===== src/rtl/byte_mem_sequencer_pkg.sv =====
// Shared types and helpers for the byte-stepping load/store sequencer:
// size encodings, FSM state encoding, byte counting and load extension.
package byte_mem_sequencer_pkg;

    localparam int unsigned ADDR_W     = 32;
    localparam int unsigned RAM_ADDR_W = 15;
    localparam int unsigned DATA_W     = 32;

    localparam logic [1:0] SIZE_B = 2'd0;
    localparam logic [1:0] SIZE_H = 2'd1;
    localparam logic [1:0] SIZE_W = 2'd2;

    typedef enum logic [1:0] {
        IDLE  = 2'd0,
        READ  = 2'd1,
        WRITE = 2'd2,
        DONE  = 2'd3
    } state_e;

    // Encoding 3 is treated as a word access.
    function automatic logic [2:0] size_bytes(input logic [1:0] size);
        logic [2:0] n;
        case (size)
            SIZE_B:  n = 3'd1;
            SIZE_H:  n = 3'd2;
            default: n = 3'd4;
        endcase
        return n;
    endfunction

    function automatic logic [31:0] extend(input logic [31:0] raw,
                                           input logic [1:0]  size,
                                           input logic        sext);
        logic [31:0] r;
        case (size)
            SIZE_B:  r = {{24{sext & raw[7]}},  raw[7:0]};
            SIZE_H:  r = {{16{sext & raw[15]}}, raw[15:0]};
            default: r = raw;
        endcase
        return r;
    endfunction

endpackage


===== src/rtl/byte_mem_sequencer_if.sv =====
// Core request/response handshake plus RAM port A, bundled for the sequencer.
// master = core and RAM side, slave = the sequencer itself.
interface byte_mem_sequencer_if #(
    parameter int unsigned ADDR_WIDTH     = 32,
    parameter int unsigned RAM_ADDR_WIDTH = 15,
    parameter int unsigned DATA_WIDTH     = 32
);
    logic                      req_valid;
    logic                      req_ready;
    logic                      req_write;
    logic [1:0]                req_size;
    logic                      req_sext;
    logic [ADDR_WIDTH-1:0]     req_addr;
    logic [DATA_WIDTH-1:0]     req_wdata;
    logic                      rsp_valid;
    logic [DATA_WIDTH-1:0]     rsp_rdata;
    logic [RAM_ADDR_WIDTH-1:0] ram_addr;
    logic [7:0]                ram_data;
    logic                      ram_wren;
    logic [7:0]                ram_q;

    modport master (
        output req_valid, req_write, req_size, req_sext, req_addr, req_wdata, ram_q,
        input  req_ready, rsp_valid, rsp_rdata, ram_addr, ram_data, ram_wren
    );

    modport slave (
        input  req_valid, req_write, req_size, req_sext, req_addr, req_wdata, ram_q,
        output req_ready, rsp_valid, rsp_rdata, ram_addr, ram_data, ram_wren
    );
endinterface


===== src/rtl/byte_mem_sequencer.sv =====
// Turns byte/half/word loads and stores into runs of single-byte RAM port-A
// cycles; loads are reassembled little-endian and zero/sign-extended.
module byte_mem_sequencer
    import byte_mem_sequencer_pkg::*;
#(
    parameter int unsigned ADDR_WIDTH     = ADDR_W,
    parameter int unsigned RAM_ADDR_WIDTH = RAM_ADDR_W,
    parameter int unsigned DATA_WIDTH     = DATA_W
) (
    input logic                 clock,
    input logic                 reset_n,
    byte_mem_sequencer_if.slave bus
);

    localparam int unsigned LOW_AW = (RAM_ADDR_WIDTH <= ADDR_WIDTH) ? RAM_ADDR_WIDTH : ADDR_WIDTH;

    state_e                    state_q, state_n;
    logic [2:0]                cnt_q, cnt_n;
    logic [1:0]                size_q, size_n;
    logic                      sext_q, sext_n;
    logic [RAM_ADDR_WIDTH-1:0] base_q, base_n;
    logic [DATA_WIDTH-1:0]     wdata_q, wdata_n;
    logic [DATA_WIDTH-1:0]     raw_q, raw_n;
    logic                      ready_q, ready_n;
    logic                      valid_q, valid_n;
    logic [DATA_WIDTH-1:0]     rdata_q, rdata_n;
    logic [RAM_ADDR_WIDTH-1:0] addr_q, addr_n;
    logic [7:0]                data_q, data_n;
    logic                      wren_q, wren_n;
    logic [2:0]                nbytes_c;
    logic [2:0]                lane_c;

    assign nbytes_c = size_bytes(size_q);

    // cnt_q holds the index of the edge about to occur, counted from the accept edge.
    always_comb begin
        state_n = state_q;
        cnt_n   = cnt_q;
        size_n  = size_q;
        sext_n  = sext_q;
        base_n  = base_q;
        wdata_n = wdata_q;
        raw_n   = raw_q;
        ready_n = ready_q;
        valid_n = valid_q;
        rdata_n = rdata_q;
        addr_n  = addr_q;
        data_n  = data_q;
        wren_n  = wren_q;
        lane_c  = cnt_q - 3'd2;

        case (state_q)
            IDLE: begin
                if (bus.req_valid && ready_q) begin
                    size_n  = bus.req_size;
                    sext_n  = bus.req_sext;
                    base_n  = RAM_ADDR_WIDTH'(bus.req_addr[LOW_AW-1:0]);
                    addr_n  = RAM_ADDR_WIDTH'(bus.req_addr[LOW_AW-1:0]);
                    wdata_n = bus.req_wdata;
                    raw_n   = '0;
                    cnt_n   = 3'd1;
                    ready_n = 1'b0;
                    if (bus.req_write) begin
                        data_n  = bus.req_wdata[7:0];
                        wren_n  = 1'b1;
                        state_n = WRITE;
                    end else begin
                        state_n = READ;
                    end
                end
            end
            READ: begin
                cnt_n = cnt_q + 3'd1;
                if (cnt_q < nbytes_c) begin
                    addr_n = base_q + RAM_ADDR_WIDTH'(cnt_q);
                end
                // RAM output is registered, so byte k lands two edges after its address.
                if (cnt_q >= 3'd2) begin
                    raw_n[{lane_c[1:0], 3'b000} +: 8] = bus.ram_q;
                end
                if (cnt_q == nbytes_c + 3'd1) begin
                    rdata_n = DATA_WIDTH'(extend(32'(raw_n), size_q, sext_q));
                    valid_n = 1'b1;
                    state_n = DONE;
                end
            end
            WRITE: begin
                if (cnt_q < nbytes_c) begin
                    addr_n = base_q + RAM_ADDR_WIDTH'(cnt_q);
                    data_n = wdata_q[{cnt_q[1:0], 3'b000} +: 8];
                    wren_n = 1'b1;
                    cnt_n  = cnt_q + 3'd1;
                end else begin
                    wren_n  = 1'b0;
                    valid_n = 1'b1;
                    state_n = DONE;
                end
            end
            DONE: begin
                valid_n = 1'b0;
                ready_n = 1'b1;
                state_n = IDLE;
            end
            default: state_n = IDLE;
        endcase
    end

    always_ff @(posedge clock or negedge reset_n) begin
        if (!reset_n) begin
            state_q <= IDLE;
            cnt_q   <= '0;
            size_q  <= SIZE_B;
            sext_q  <= 1'b0;
            base_q  <= '0;
            wdata_q <= '0;
            raw_q   <= '0;
            ready_q <= 1'b1;
            valid_q <= 1'b0;
            rdata_q <= '0;
            addr_q  <= '0;
            data_q  <= '0;
            wren_q  <= 1'b0;
        end else begin
            state_q <= state_n;
            cnt_q   <= cnt_n;
            size_q  <= size_n;
            sext_q  <= sext_n;
            base_q  <= base_n;
            wdata_q <= wdata_n;
            raw_q   <= raw_n;
            ready_q <= ready_n;
            valid_q <= valid_n;
            rdata_q <= rdata_n;
            addr_q  <= addr_n;
            data_q  <= data_n;
            wren_q  <= wren_n;
        end
    end

    assign bus.req_ready = ready_q;
    assign bus.rsp_valid = valid_q;
    assign bus.rsp_rdata = rdata_q;
    assign bus.ram_addr  = addr_q;
    assign bus.ram_data  = data_q;
    assign bus.ram_wren  = wren_q;

endmodule


===== src/flat_wrapper.sv =====
// flat-port wrapper written by rule: the top's interface ports become plain ports
module byte_mem_sequencer_flat import byte_mem_sequencer_pkg::*;
#(
    parameter int unsigned ADDR_WIDTH     = ADDR_W,
    parameter int unsigned RAM_ADDR_WIDTH = RAM_ADDR_W,
    parameter int unsigned DATA_WIDTH     = DATA_W
)
  (clock, reset_n, bus_req_valid, bus_req_write, bus_req_size, bus_req_sext, bus_req_addr, bus_req_wdata, bus_ram_q, bus_req_ready, bus_rsp_valid, bus_rsp_rdata, bus_ram_addr, bus_ram_data, bus_ram_wren);
  byte_mem_sequencer_if #(.ADDR_WIDTH(ADDR_WIDTH), .RAM_ADDR_WIDTH(RAM_ADDR_WIDTH), .DATA_WIDTH(DATA_WIDTH)) bus_i ();
  input logic clock;
  input logic reset_n;
  input wire logic [$bits(bus_i.req_valid)-1:0] bus_req_valid;
  input wire logic [$bits(bus_i.req_write)-1:0] bus_req_write;
  input wire logic [$bits(bus_i.req_size)-1:0] bus_req_size;
  input wire logic [$bits(bus_i.req_sext)-1:0] bus_req_sext;
  input wire logic [$bits(bus_i.req_addr)-1:0] bus_req_addr;
  input wire logic [$bits(bus_i.req_wdata)-1:0] bus_req_wdata;
  input wire logic [$bits(bus_i.ram_q)-1:0] bus_ram_q;
  output wire logic [$bits(bus_i.req_ready)-1:0] bus_req_ready;
  output wire logic [$bits(bus_i.rsp_valid)-1:0] bus_rsp_valid;
  output wire logic [$bits(bus_i.rsp_rdata)-1:0] bus_rsp_rdata;
  output wire logic [$bits(bus_i.ram_addr)-1:0] bus_ram_addr;
  output wire logic [$bits(bus_i.ram_data)-1:0] bus_ram_data;
  output wire logic [$bits(bus_i.ram_wren)-1:0] bus_ram_wren;
  assign bus_i.req_valid = bus_req_valid;
  assign bus_i.req_write = bus_req_write;
  assign bus_i.req_size = bus_req_size;
  assign bus_i.req_sext = bus_req_sext;
  assign bus_i.req_addr = bus_req_addr;
  assign bus_i.req_wdata = bus_req_wdata;
  assign bus_i.ram_q = bus_ram_q;
  assign bus_req_ready = bus_i.req_ready;
  assign bus_rsp_valid = bus_i.rsp_valid;
  assign bus_rsp_rdata = bus_i.rsp_rdata;
  assign bus_ram_addr = bus_i.ram_addr;
  assign bus_ram_data = bus_i.ram_data;
  assign bus_ram_wren = bus_i.ram_wren;
  byte_mem_sequencer #(.ADDR_WIDTH(ADDR_WIDTH), .RAM_ADDR_WIDTH(RAM_ADDR_WIDTH), .DATA_WIDTH(DATA_WIDTH)) u_core (.clock(clock), .reset_n(reset_n), .bus(bus_i));
endmodule

===== config.mk =====
export PLATFORM = sky130hd
export DESIGN_NAME = byte_mem_sequencer_flat
export DESIGN_NICKNAME = d
export VERILOG_FILES = /design/src/rtl/byte_mem_sequencer_pkg.sv /design/src/rtl/byte_mem_sequencer_if.sv /design/src/rtl/byte_mem_sequencer.sv /design/src/flat_wrapper.sv
export SDC_FILE = /design/constraint.sdc
export NUM_CORES = 1
export LEC_CHECK = 0
export BUFFER_PORTS_ARGS = -buffer_cell sky130_fd_sc_hd__buf_4
export CORE_ASPECT_RATIO = 1.75
export CORE_MARGIN = 1
export CORE_UTILIZATION = 55
export CTS_CLUSTER_DIAMETER = 150
export DETAILED_ROUTE_END_ITERATION = 8
export HOLD_SLACK_MARGIN = 0.15
export PLACE_DENSITY = 0.78
export SLEW_MARGIN = 5
export SYNTH_ARGS = -nofsm -noshare
export SYNTH_HDL_FRONTEND = slang
export SYNTH_SLANG_ARGS = --single-unit

===== constraint.sdc =====
create_clock -name clock -period 7.81 [get_ports clock]
set_input_delay 1.562 -clock clock [delete_from_list [all_inputs] [get_ports clock]]
set_output_delay 1.562 -clock clock [all_outputs]
set_load 0.01 [all_outputs]

# Yosys cells after proc, flatten, opt, wreduce, memory -nomap -nowiden
# Cells that the tools add are included.
[word_totals] reg_bits=145 output_inout_bits=58
[classes] addsub=5 eq_ne=11 n_lt_le_gt_ge=2 n_shift=3 reduce_logical=20 n_mux=31 n_bitwise=2
[ops] cell="32-bit case mux with 2 select lines" count=2
[ops] cell="32-bit two-way mux" count=3
[ops] cell="32-bit bitwise mux" count=1
[ops] cell="8-bit by 7-bit variable shift with 32-bit output (first input constant)" count=1
[ops] cell="32-bit by 6-bit indexed part select with 8-bit output" count=1
[ops] cell="8-bit by 7-bit indexed part select with 32-bit output" count=1
[ops] cell="15-bit two-way mux" count=2
[ops] cell="15-bit case mux with 2 select lines" count=1
[ops] cell="8-bit two-way mux" count=3
[ops] cell="8-bit case mux with 2 select lines" count=1
[ops] cell="15-bit by 3-bit adder with 15-bit output" count=1
[ops] cell="3-bit AND reduction" count=5
[ops] cell="3-bit case mux with 3 select lines" count=1
[ops] cell="2-bit two-way mux" count=4
[ops] cell="2-bit by 1-bit inequality test with 1-bit output (second input constant)" count=4
[ops] cell="2-bit case mux with 4 select lines" count=1
[ops] cell="2-bit AND reduction" count=4
[ops] cell="2-bit nonzero test" count=4
[ops] cell="5-bit negation with 7-bit output" count=1
[ops] cell="3-bit by 1-bit adder with 3-bit output (second input constant)" count=2
[ops] cell="1-bit two-way mux" count=6
[ops] cell="3-bit two-way mux" count=2
[ops] cell="3-bit case mux with 2 select lines" count=1
[ops] cell="3-bit nonzero test" count=2
[ops] cell="other kinds (14)" count=20

# Depth between registers and ports, before layout
[depth] word_depth=8 depth_mapped=12 depth_no_buf=9

# Worst setup path before layout
# OpenSTA, ideal clock, no wires.
[synth_timing] path_type="register to register" startpoint="register u_core.cnt_q[1]" endpoint="register u_core.rdata_q[26] (netlist: u_core.bus.rsp_rdata[26])" setup_time_ps=73 arrival_time_ps=2810 path_slack_ps=4927 path_stages_with_launch=12 required_time_ps=7737 cell_sequence="dfrtp_1 > clkbuf_1 > clkbuf_1 > inv_1 > ha_1 > and4b_1 > buf_6 > a21oi_4 > o41ai_4 > o21ba_1 > buf_6 > a21oi_2"
[synth_via] elab_chain_cells=8 elab_cells_between_ends=13 classes_between="add/sub: 2; order compare: 1; eq/ne: 1; shift: 2; mux: 4; bitwise: 2; reduce/logical: 1"
[synth_lines] item="from (decl)" line="byte_mem_sequencer.sv:18" rtl="logic [2:0] cnt_q, cnt_n;"
[synth_lines] item="from (signal assigned)" line="byte_mem_sequencer.sv:125" rtl="cnt_q <= cnt_n;"
[synth_lines] item="2-bit subtractor" line="byte_mem_sequencer.sv:50" rtl="lane_c = cnt_q - 3'd2;"
[synth_lines] item="5-bit negation with 7-bit output" line="byte_mem_sequencer.sv:79" rtl="raw_n[{lane_c[1:0], 3'b000} +: 8] = bus.ram_q;"
[synth_lines] item="8-bit by 7-bit indexed part select with 32-bit output or 8-bit by 7-bit variable shift with 32-bit output (tied branches)" line="byte_mem_sequencer.sv:79"
[synth_lines] item="32-bit bitwise mux" line="byte_mem_sequencer.sv:79"
[synth_lines] item="32-bit two-way mux" line="byte_mem_sequencer.sv:78" rtl="if (cnt_q >= 3'd2) begin"
[synth_lines] item="32-bit two-way mux" line="byte_mem_sequencer.sv:52" rtl="case (state_q)"
[synth_lines] item="1-bit AND, on equally long branches" line="byte_mem_sequencer_pkg.sv:37, byte_mem_sequencer_pkg.sv:36"
[synth_lines] item="32-bit case mux with 2 select lines" line="byte_mem_sequencer_pkg.sv:35" rtl="case (size)"
[synth_lines] item="to (signal assigned)" line="byte_mem_sequencer.sv:133" rtl="rdata_q <= rdata_n;"
[synth_lines] item="to (decl)" line="byte_mem_sequencer.sv:26" rtl="logic [DATA_WIDTH-1:0] rdata_q, rdata_n;"
# Several ways; a longest one is shown, not always the timed one. The select of a mux whose other input is x is not followed.
# A chain may end at the register's enable or synchronous reset.

# Worst setup path after layout
[layout_timing] startpoint="register u_core.cnt_q[1]" endpoint="register u_core.rdata_q[27] (netlist: u_core.bus.rsp_rdata[27])"
# The elaborated chain is that of the path after synthesis.

==> results.md <==
- Status: finished clean
- Largest stage delay, worst path: 960 ps
- # Max-Cap Violations: 0
- Mux cell area share after synthesis: around 6.9%
- Ys async rst share: between 90% and 100%
- Ranking of synthesized cells by area: dfrtp_1 (50%), nand2_1 (10%), mux2_2 (3.6%)
- Die ar.: about 0.014 sq mm
- Global-route wire length before repair: roughly 30000 microns
- I/O pins: ~140
- CTS tree: done
- Crit-path cells: ha_1, and4b_1, a21oi_4, o41ai_4, o21ba_1, a21oi_2
- Grt ovf: 0
- Area Overhead vs Synth: 22.7%
- Global placer's final weighted congestion: roughly 0.84
- GRT Overall Usage: between 20% and 30%
- Synth warn: 0
- Clock buffer count from CTS: 17
- Lkg Pwr: approximately 0.0042 uW
- Synthesized instance count: 718
- Starting Density: a little under three fifths
- Critical Path Fanout Max: 22
- Post-Route WL: roughly 18000 microns
- Crit Path Category: reg2reg
- Hold path depth: 2
- Largest family of logic cells by synthesized area: simple AND/OR/NAND/NOR gates
- Clock sinks: 145
- Primary FF master, synth: dfrtp_1
- Crit path from: u_core.cnt_q[1]
- Worst-skew pair later-pin latency: roughly 430 ps
- Final setup viols: 0
- Compound-Gate Fraction of Synth Area: 17.0%
- Wirelength per Cell: approximately 18 microns
- Fmax: between 0.2 and 0.3 GHz
- Detail Placement HPWL: between 10000 and 15000 microns
- Largest net degree at the start of global routing: between 70 and 80
- Detail Route Antenna Nets: 0
- H-tree depth: 4
- Critical R2R Launch: u_core.cnt_q[1]
- Worst R2R Path Depth: 6
- Worst-margin pin slew: approximately 1200 ps
- Crit start category: register
- Most frequent cells in the layout: nand2_1 (195), dfrtp_1 (144), buf_4 (121), a21oi_1 (46), nor2_1 (32)
- Final Util: 68.7%
- Initial antenna violation count: 0
- Crit-path slowest cell: dfrtp_1
- Commonest non-fill, non-tap cell in the layout: nand2_1
- Iter 0 DRT Violations: 420
- Top-area cell type share of the netlist area: about 50%
- Slew Viols, Final: 0
- Final worst path period share: 47.3%
- Synth cell types: 70
- WHS Endpoint: u_core.wdata_q[21]
- Post-route non-filler standard cell count: slightly above 1000
- Row count: 55
- Root buf cell: clkbuf_16
- Power per cell area: ~460 mW/mm^2
- Largest area contributor in the netlist: dfrtp_1
- Netlist Area Pre-Place: 0.00720 sq mm
- First drt pass iteration count: 6
- Avg Vias per Cell: 5.83
- Die X: 88.5 microns
- Max Buffers Root-to-Sink: 2
- Clock skew: around 9 ps
- Synth Area in XOR/XNOR: approximately 1.1%
- Cell count after placement: between 900 and 1000
- Reg2Reg Setup Slack: around 4100 ps
- Fin. Hold Viols: 0
- DP Area: between 0.008 and 0.009 sq mm
- N_diodes: 0
- Post-route DRC violation count: 0
- Final nets: between 900 and 1000
- FF+latch count, synth: 145
- Die height: 153 microns
- Post-CTS Setup Inserts: 0
- Tmin final: 3690 ps
- Worst R2R End: u_core.bus.rsp_rdata[27]
- CTS Hold Buffers Added: 0
- Core area: approximately 0.013 sq mm
- Register area share after synthesis: between 50% and 60%
- Max transition margin: around 22%
- Post-Synth Simple-Gate Area: 17.5%
- CP arrival: 4050 ps
- Worst min-delay path startpoint: u_core.wdata_q[21]
- Layout cell share with drive strength beyond 1: 26.9%
- RSZ-0062 raised after global routing: no
- Vias in the first global route: around 6000
- Post-synthesis net count: between 800 and 900
- Total Power: 4040 uW
- Clk pin slew, worst setup/hold paths: roughly 60 ps
- Number of gates resized after cts: 0
- Mean post-synth cell area: between 10 and 15 sq um
- Port bufs: about 120
- Peak supply drop: between 0.0002 and 0.0003 V
- Final-layout fill cell count: between 900 and 1000
- EDFF count, synth: 0
- Min-delay worst type: reg2reg
- Post-Synth Adder-Cell Area: under 10%
- Post-route cell area: about 0.009 sq mm
- CP endpoint kind: register
- Setup TNS Final: 0 ps
- Via count: slightly below 6000
- Required @ worst endpoint: slightly above 8000 ps
## worst max-delay path by stage
stage,end,slack (ps),cells past startpoint
after global placement,u_core.bus.ram_addr[7],3950,5
after global routing,u_core.bus.ram_data[4],3810,9
after floorplan,u_core.bus.rsp_rdata[26],4930,11
final,u_core.bus.rsp_rdata[27],4120,6
after CTS,u_core.bus.rsp_rdata[27],4140,6
after detailed placement,u_core.bus.ram_addr[5],3900,5
## flip-flops by register name (all words and copies together) (netlist names)
signal and cells:
u_core.bus.rsp_rdata 32, u_core.raw_q 32, u_core.wdata_q 32, u_core.base_q 15, u_core.bus.ram_addr 15, u_core.bus.ram_data 8, u_core.cnt_q 3, u_core.size_q 2
u_core.state_q 2, u_core.bus.ram_wren 1, u_core.bus.req_ready 1, u_core.bus.rsp_valid 1, u_core.sext_q 1
## through the flow
step / hold slack (ps) / setup slack (ps)
2_1_floorplan: 437 / 4930
3_3_place_gp: 449 / 3950
3_5_place_dp: 463 / 3900
4_1_cts: 478 / 4140
5_1_grt: 491 / 3810
6_report: 475 / 4120
## metal layers
layer | global-route usage [%] | share of wire [%] | wire [microns] | vias up
met1 | 33.0 | 37 | 6780 | 2871
met3 | 4.75 | 4.6 | 840 | 61
li1 | - | - | - | 2716
met2 | 50.2 | 54 | 9730 | 233
met4 | 15.1 | 4.4 | 802 | 0
met5 | 0 | 0 | 0 | -
## synthesized netlist by cell type, types with 3 or more instances
master,count
a21oi_1,46
a21oi_2,8
a221o_1,4
a22o_1,25
a22o_2,6
a31oi_1,5
and3_1,9
buf_1,3
buf_2,5
buf_6,5
clkbuf_1,19
dfrtp_1,144
ha_1,18
inv_1,16
mux2_2,23
mux2i_1,5
mux4_2,6
nand2_1,195
nand3_1,18
nor2_1,33
nor2b_1,10
nor3_1,3
o21a_1,4
o21ai_0,24
o21ai_1,3
o22a_1,8
o22a_2,8
or3_1,4
xor2_1,7
## worst max-delay path, delay by kind of cell (launching register included)
| kind | cells | cell delay, ps |
|---|---|---|
| compound gates | 4 | 1260 |
| flops | 1 | 960 |
| fa+ha+maj | 1 | 790 |
| simple gates | 1 | 590 |
## power breakdown
group	internal, uW	switching, uW	leakage [uW]
Sequential	1070	249	0.00182
Clock	619	333	0.000335
Combinational	810	956	0.00208
Total	2500	1540	0.00423
## cell families after synthesis
group | count (synthesis)
AOI/OAI and AO/OA | 165
DFF | 145
adders and majority gates | 19
xor gates and xnor gates | 9
buffers and inverters | 53
and+or+nand+nor | 291
muxes | 36
## layout make-up
class	count	area [sq um]	area share, %
clock buffer	20	457	5.17
tap	171	214	2.42
clock inverter	12	229	2.59
inverter	18	67.6	0.765
timing repair buffer	122	920	10.4
multi-input combinational	520	3320	37.6
sequential	145	3630	41.1
Power figures use the tool's default switching activity.
